--- src/rtl/psum_accumulator.sv ---
// Accumulates ACC_LEN PE-column psums, adds bias, rounds/shifts, saturates to DATA_BW; PSUM_ACC_RELU_EN clamps negatives to 0.
// Latency: result registered 1 cycle after the final beat is accepted.
// Backpressure: o_ready = !o_valid || i_ready; a held result stalls the input side.
module psum_accumulator #(
  parameter int SUM_BW   = 16,
  parameter int DATA_BW  = 8,
  parameter int ACC_BW   = 24,
  parameter int BIAS_BW  = 16,
  parameter int ACC_LEN  = 3,
  parameter int SHIFT_BW = 5
) (
  input  logic                       clk,
  input  logic                       rst_n,
  input  logic                       i_clear,
  input  logic                       i_valid,
  output logic                       o_ready,
  input  logic signed [SUM_BW:0]     i_psum,
  input  logic signed [BIAS_BW-1:0]  i_bias,
  input  logic        [SHIFT_BW-1:0] i_shift,
  output logic                       o_valid,
  input  logic                       i_ready,
  output logic signed [DATA_BW-1:0]  o_data,
  output logic                       o_busy
);

  localparam int CNT_BW = (ACC_LEN > 1) ? $clog2(ACC_LEN) : 1;
  localparam int RQ_BW  = ACC_BW + 2;
  localparam logic signed [RQ_BW-1:0] SAT_MAX = (RQ_BW'(1) << (DATA_BW - 1)) - RQ_BW'(1);
  localparam logic signed [RQ_BW-1:0] SAT_MIN = ~SAT_MAX;

  logic signed [ACC_BW-1:0]  acc;
  logic        [CNT_BW-1:0]  cnt;
  logic                      accept;
  logic                      final_beat;
  logic signed [ACC_BW-1:0]  psum_ext;
  logic signed [ACC_BW-1:0]  bias_ext;
  logic signed [ACC_BW-1:0]  sum;
  logic signed [RQ_BW-1:0]   sum_wide;
  logic signed [RQ_BW-1:0]   rnd;
  logic signed [RQ_BW-1:0]   rq;
  logic signed [DATA_BW-1:0] sat;
  logic signed [DATA_BW-1:0] res;

  assign o_ready    = !o_valid || i_ready;
  assign accept     = i_valid && o_ready;
  assign final_beat = (cnt == CNT_BW'(ACC_LEN - 1));
  assign o_busy     = (cnt != '0);

  always_comb begin
    psum_ext = ACC_BW'(i_psum);
    bias_ext = ACC_BW'(i_bias);
    sum      = acc + psum_ext + bias_ext;
    sum_wide = RQ_BW'(sum);
    rnd      = (i_shift == '0) ? '0 : (RQ_BW'(1) << (i_shift - SHIFT_BW'(1)));
    // Shifts wider than the accumulator always round to zero; avoids an oversized rounding constant.
    if (int'(i_shift) > ACC_BW) rq = '0;
    else                        rq = (sum_wide + rnd) >>> i_shift;

    if (rq > SAT_MAX)      sat = DATA_BW'(SAT_MAX);
    else if (rq < SAT_MIN) sat = DATA_BW'(SAT_MIN);
    else                   sat = rq[DATA_BW-1:0];

`ifdef PSUM_ACC_RELU_EN
    res = sat[DATA_BW-1] ? '0 : sat;
`else
    res = sat;
`endif
  end

  always_ff @(posedge clk or negedge rst_n) begin
    if (!rst_n) begin
      acc     <= '0;
      cnt     <= '0;
      o_valid <= 1'b0;
      o_data  <= '0;
    end else if (i_clear) begin
      acc     <= '0;
      cnt     <= '0;
      o_valid <= 1'b0;
    end else begin
      if (o_valid && i_ready) o_valid <= 1'b0;
      if (accept) begin
        if (final_beat) begin
          acc     <= '0;
          cnt     <= '0;
          o_data  <= res;
          o_valid <= 1'b1;
        end else begin
          acc <= acc + psum_ext;
          cnt <= cnt + CNT_BW'(1);
        end
      end
    end
  end

endmodule

--- config.mk ---
export PLATFORM = sky130hd
export DESIGN_NAME = psum_accumulator
export DESIGN_NICKNAME = d
export VERILOG_FILES = /design/src/rtl/psum_accumulator.sv
export SDC_FILE = /design/constraint.sdc
export NUM_CORES = 1
export LEC_CHECK = 0
export CORE_ASPECT_RATIO = 2
export CORE_MARGIN = 5
export CORE_UTILIZATION = 45
export CTS_CLUSTER_DIAMETER = 80
export DETAILED_ROUTE_END_ITERATION = 10
export PLACE_DENSITY_LB_ADDON = 0.1
export SYNTH_ARGS = -nofsm -noshare
export SYNTH_HDL_FRONTEND = slang
export SYNTH_SLANG_ARGS = --single-unit
--- constraint.sdc ---
create_clock -name clk -period 8.12 [get_ports clk]
set_clock_uncertainty 0.2 [all_clocks]
set_input_delay 1.624 -clock clk [delete_from_list [all_inputs] [get_ports clk]]
set_output_delay 1.624 -clock clk [all_outputs]
set_load 0.01 [all_outputs]
==> results.tsv, run 1 <==
metric	value	unit
dpl-instance-area	9980	µm²
synth_nets	1040	
outcome	finished, violations left	
ys_ff_latch	35	
yosys_warnings	0	
drive_above_1_share	37.5	%
post_drt_wl_per_cell	19.8	µm
hold_depth	1	
synthCells	923	
setup.worst_path.class	in -> reg	
min_period	8.93	ns
routed_wirelength	29600	µm
drc	0	
synth_flop_cell	dfrtp_1	
crit_slowest_cell	fa_2	
cp_slowest_stage_delay	0.36	ns
layout_common_cells	buf_4 (335), nor2_1 (104), nand2_1 (86)	
critical_path_arrival	8.91	ns
finish.utilization	71.5	%
avgViaCountPerCell	5.85	
antenna_found_initial	0	
hold_viol	0	
syn_area_per_cell	7.55	µm²
core_area	15300	µm²
hpwlAfterDp	23500	µm
area_growth	56.9	%
clk_latency	0.29	ns
ys_types	87	
fp.dieH	186	µm
setup_violations	8	
vias	8736	
die_w	98.0	µm
clock_path_buffers	2	
fmax	0.112	GHz
ant_nets	0	
synth_edf_count	0	
async_flop_share	100	%
port_buffers	53	
n_antenna_cell	0	
hold_buffers	0	
hold_path.class	reg -> reg	
cts.reportedPaths.clkPinSlew	0.06	ns
fill_cells	1323	
end_kind	flip-flop	
power.leakage	5.12	nW
place.gp.congestion	1.00	
first_pass_iters	5	
rows	64	
fin_ws	-0.808	ns
worst_pin_slew	0.947	ns
htreeDepth	2	
ir_drop	0.000268	V
fin_area	10900	µm²
dr.first_iter.drc_count	392	
track_usage	32.2	%
grt_max_degree	36	
grt_first_pass_wirelength	46100	µm
seq_area_frac_synth	12.6	%
maxSlewHeadroom	36.8	%
grt_pass1_vias	9092	
clkSinkCount	35	
stdcell_count	1493	
tns	-5.69	ns
nets	1411	
grt_overflow	0	
die_area	18200	µm²
final_common_cell	buf_4	
cts_buffers	5	
initial_core_util	45.6	%
crit_fanout	7	
cts_tree	yes	
ioPinCount	54	
cp-start-kind	primary input	
fin_crit_sh	110	%
placed_cells	1438	
syn_area	6970	µm²
violations	setup timing	
path_common_cell	a21oi_2	
p_per_area	389	nW/µm²
rsz0062_at_grt	true	
cts_root_buf	clkbuf_16	
drv_slew	0	
reg2reg_depth	47	
cp.required	8.10	ns
drv_cap	0	
[routing by layer]
layer | wire, µm | track usage [%]
met2 | 16100 | 62.8
met5 | 0 | 0
met4 | 2800 | 25.5
met1 | 9740 | 29.5
met3 | 921 | 3.41
[what timing repair did]
action | 4_1_cts | 5_1_grt
buffers inserted | 33 | 16
gates resized for setup | 76 | 35
pin swaps | 75 | 40
endpoints found under the setup margin | 8 | 8
[Yosys cell counts, types with 6 or more instances]
cell type | count | area share [%]
clkbuf_1 | 29 | 1.6
nand4_1 | 14 | 1.3
a22o_1 | 23 | 2.9
dfrtp_1 | 35 | 13
o21bai_1 | 6 | 0.65
a21o_1 | 19 | 2.0
mux4_2 | 8 | 2.6
a21boi_0 | 7 | 0.75
nand2_1 | 90 | 4.8
nor2b_1 | 7 | 0.63
mux2_2 | 6 | 0.97
inv_1 | 32 | 1.7
mux2i_1 | 25 | 3.6
a31oi_1 | 7 | 0.63
a211oi_1 | 14 | 1.5
nand3_1 | 20 | 1.4
ha_1 | 71 | 13
nand2b_1 | 10 | 0.90
and2_1 | 11 | 0.99
a21oi_1 | 83 | 6.0
o21ai_0 | 46 | 3.3
xor2_1 | 17 | 2.1
o21a_1 | 9 | 0.97
buf_1 | 7 | 0.38
xnor2_1 | 44 | 5.5
nor4_1 | 7 | 0.63
nor2_1 | 107 | 5.8
o211ai_1 | 17 | 1.8
o22ai_1 | 9 | 0.81
nor3_1 | 21 | 1.5
[flip-flops by register name, indices dropped and copies added (netlist names)]
signal and count:
acc 24, o_data 8, cnt 2, o_valid 1
[cell families after synthesis]
family | after synthesis | synth area share [%]
AOI/OAI and AO/OA | 320 | 32.1
and+or+nand+nor | 315 | 21.4
buffers and inverters | 74 | 4.13
adders and majority gates | 74 | 13.6
xor gates and xnor gates | 66 | 9.05
muxes | 39 | 7.15
DFF | 35 | 12.6
[path summary, 6_finish.rpt]
kind,start,endpoint,slack (ns)
worst min-delay path,o_data[7]$_DFFE_PN0P_,o_data[7]$_DFFE_PN0P_,0.29
worst max register to register,acc[0]$_DFFE_PN0P_,o_data[2]$_DFFE_PN0P_,0.16
worst min register to register,o_data[7]$_DFFE_PN0P_,o_data[7]$_DFFE_PN0P_,0.29
max in group asynchronous,rst_n,o_data[4]$_DFFE_PN0P_,5.85
worst max-delay path,i_psum[0],o_data[2]$_DFFE_PN0P_,-0.81
min in group asynchronous,rst_n,acc[22]$_DFFE_PN0P_,1.27
[stage by stage]
step	worst slack (ns)	power (mW)	hold slack [ns]
4_1_cts	-0.804	4.05	0.292
6_report	-0.808	4.25	0.291
3_5_place_dp	-1.74	3.50	0.277
2_1_floorplan	-0.519	1.96	0.275
3_3_place_gp	-1.69	3.48	0.259
5_1_grt	-1.17	4.54	0.321
[area by class of cell]
cell class | count | area, µm² | share of cell area (%)
Inverter | 35 | 131 | 1.20
Clock inverter | 2 | 12.5 | 0.114
Tap cell | 198 | 248 | 2.27
Clock buffer | 6 | 129 | 1.18
Multi-Input combinational cell | 814 | 6330 | 57.9
Timing Repair Buffer | 403 | 3210 | 29.4
Sequential cell | 35 | 876 | 8.01
[critical path: cells and delay by family]
family	cells	cell delay [ns]
and+or+nand+nor	7	0.81
buffers and inverters	8	0.98
xor gates and xnor gates	2	0.30
AOI/OAI and AO/OA	27	4.17
adders and majority gates	4	1.07
[power breakdown]
| part | leakage, nW | switching, mW | internal [mW] | total (mW) |
|---|---|---|---|---|
| Combinational | 4.60 | 1.84 | 1.98 | 3.82 |
| Clock | 0.0669 | 0.0838 | 0.114 | 0.197 |
| Sequential | 0.453 | 0.0236 | 0.209 | 0.232 |
| Total | 5.12 | 1.95 | 2.30 | 4.25 |
Power figures use the tool's default switching activity.
==> inputs of run 2 (changes only) <==
--- a/config.mk
+++ b/config.mk
@@ -11,6 +11,7 @@
 export CTS_CLUSTER_DIAMETER = 80
 export DETAILED_ROUTE_END_ITERATION = 10
 export PLACE_DENSITY_LB_ADDON = 0.1
+export RECOVER_POWER = 100
 export SYNTH_ARGS = -nofsm -noshare
 export SYNTH_HDL_FRONTEND = slang
 export SYNTH_SLANG_ARGS = --single-unit
==> results.tsv, run 2 (synthesis results as in run 1) <==
metric	value	unit
fin_crit_sh	110	%
drv_slew	36	
grt_max_degree	36	
dr.first_iter.drc_count	402	
cts_root_buf	clkbuf_16	
fp.dieH	186	µm
path_buf_inv	8	
first_pass_iters	5	
p_per_area	389	nW/µm²
hold_viol	0	
drv_cap	1	
power.leakage	5.12	nW
worst_pin_slew	2.23	ns
top_register	acc	
cp.required	8.10	ns
routed_wirelength	29500	µm
core_area	15300	µm²
post_drt_wl_per_cell	19.8	µm
ir_drop	0.000270	V
cp-start-kind	primary input	
fill_cells	1327	
end_kind	flip-flop	
finalPower	4.25	mW
initial_core_util	45.6	%
hpwlAfterDp	23500	µm
place.gp.congestion	1.00	
fmax	0.112	GHz
clkSinkCount	35	
setup_violations	8	
dpl-instance-area	9980	µm²
setup.worst_path.class	in -> reg	
cts_buffers	5	
outcome	finished, violations left	
critical_path_arrival	8.91	ns
min_period	8.93	ns
clock_path_buffers	2	
die_w	98.0	µm
grt_first_pass_wirelength	46100	µm
ioPinCount	54	
largest_register_ffs	24	
n_antenna_cell	0	
path_common_cell	a21oi_2	
hold_path.class	reg -> reg	
crit_slowest_cell	fa_2	
cts_tree	yes	
layout_common_cells	buf_4 (334), nor2_1 (104), nand2_1 (86)	
track_usage	32.2	%
violations	capacitance limit, slew limit, setup timing	
drc	0	
port_buffers	53	
fin_ws	-0.808	ns
nets	1411	
fin_area	10900	µm²
rsz0062_at_grt	true	
final_common_cell	buf_4	
crit_fanout	7	
ant_nets	0	
largestRegisters	acc (24), o_data (8), cnt (2)	
cts.reportedPaths.clkPinSlew	0.06	ns
die_area	18200	µm²
maxSlewHeadroom	-48.5	%
drive_above_1_share	37.3	%
vias	8798	
clk_latency	0.29	ns
grt_overflow	0	
avgViaCountPerCell	5.89	
area_growth	56.8	%
rows	64	
cp_slowest_stage_delay	0.36	ns
critical-path-top-delay-family	compound AO/OA/AOI/OAI gates	
antenna_found_initial	0	
grt_pass1_vias	9092	
htreeDepth	2	
finish.utilization	71.4	%
-- run 2: cell count changes in the layout (fill, tap and decap cells not counted) --
cell / before / now
clkdlybuf4s50_1: 48 / 37
nor3_1: 19 / 20
clkbuf_1: 1 / 3
nor3_2: 2 / 1
buf_2: 1 / 0
dlygate4sd3_1: 0 / 11
buf_4: 335 / 334
-- run 2: layer usage --
layer,routed length [µm],share of wire [%],global-route usage [%]
met5,0,0,0
met3,917,3.1,3.41
met1,9740,33,29.5
met4,2660,9.0,25.5
met2,16200,55,62.8
-- run 2: power breakdown --
group          internal [mW]  leakage, nW  switching, mW
Combinational           1.97         4.60           1.84
Clock                  0.114       0.0669         0.0839
Sequential             0.209        0.453         0.0229
-- run 2: worst paths after layout --
kind	startpoint	endpoint	slack [ns]	cells past startpoint
min in group asynchronous	rst_n	acc[22]$_DFFE_PN0P_	1.79	1
hold / removal	o_data[7]$_DFFE_PN0P_	o_data[7]$_DFFE_PN0P_	0.29	1
max in group asynchronous	rst_n	o_data[4]$_DFFE_PN0P_	4.64	1
hold reg to reg	o_data[7]$_DFFE_PN0P_	o_data[7]$_DFFE_PN0P_	0.29	1
setup reg to reg	acc[0]$_DFFE_PN0P_	o_data[2]$_DFFE_PN0P_	0.16	47
setup / recovery	i_psum[0]	o_data[2]$_DFFE_PN0P_	-0.81	48
-- run 2: worst register-to-register path, delay by kind of cell, from the launching register on --
kind	cells	cell delay (ns)
fa+ha+maj	4	1.10
xor+xnor	2	0.30
buf+inv	7	0.91
flops	1	0.40
simple gates	7	0.82
compound gates	27	4.20
-- run 2: layout make-up --
type	instances	area (µm²)	area share, %
well taps	198	248	2.27
multi-input cells	814	6320	57.9
flip-flops and latches	35	876	8.02
repair buffers	403	3210	29.3
clock buffers	6	129	1.18
inverters	35	131	1.20
clock inverters	2	12.5	0.115
-- run 2: metrics by stage --
stage | hold slack, ns | std cells | worst slack, ns | setup TNS (ns)
after floorplan | 0.275 | 923 | -0.519 | -3.64
after global placement | 0.259 | 1438 | -1.69 | -12.89
after detailed placement | 0.277 | 1438 | -1.74 | -13.30
after CTS | 0.292 | 1478 | -0.804 | -5.76
after global routing | 0.317 | 1493 | -1.17 | -8.57
final | 0.287 | 1493 | -0.808 | -5.70
-- run 2: what timing repair did --
item                                    CTS  global route
endpoints found under the setup margin    8             8
buffers inserted                         33            16
gates resized for setup                  76            35
pin swaps                                75            40
hold buffers                              0             0
==> inputs of run 3 (changes only) <==
--- a/config.mk
+++ b/config.mk
@@ -12,6 +12,7 @@
 export DETAILED_ROUTE_END_ITERATION = 10
 export PLACE_DENSITY_LB_ADDON = 0.1
 export RECOVER_POWER = 100
+export SLEW_MARGIN = 20
 export SYNTH_ARGS = -nofsm -noshare
 export SYNTH_HDL_FRONTEND = slang
 export SYNTH_SLANG_ARGS = --single-unit
==> results of run 3 <==
Final layout, timing and power as in run 2 (identical DEF).
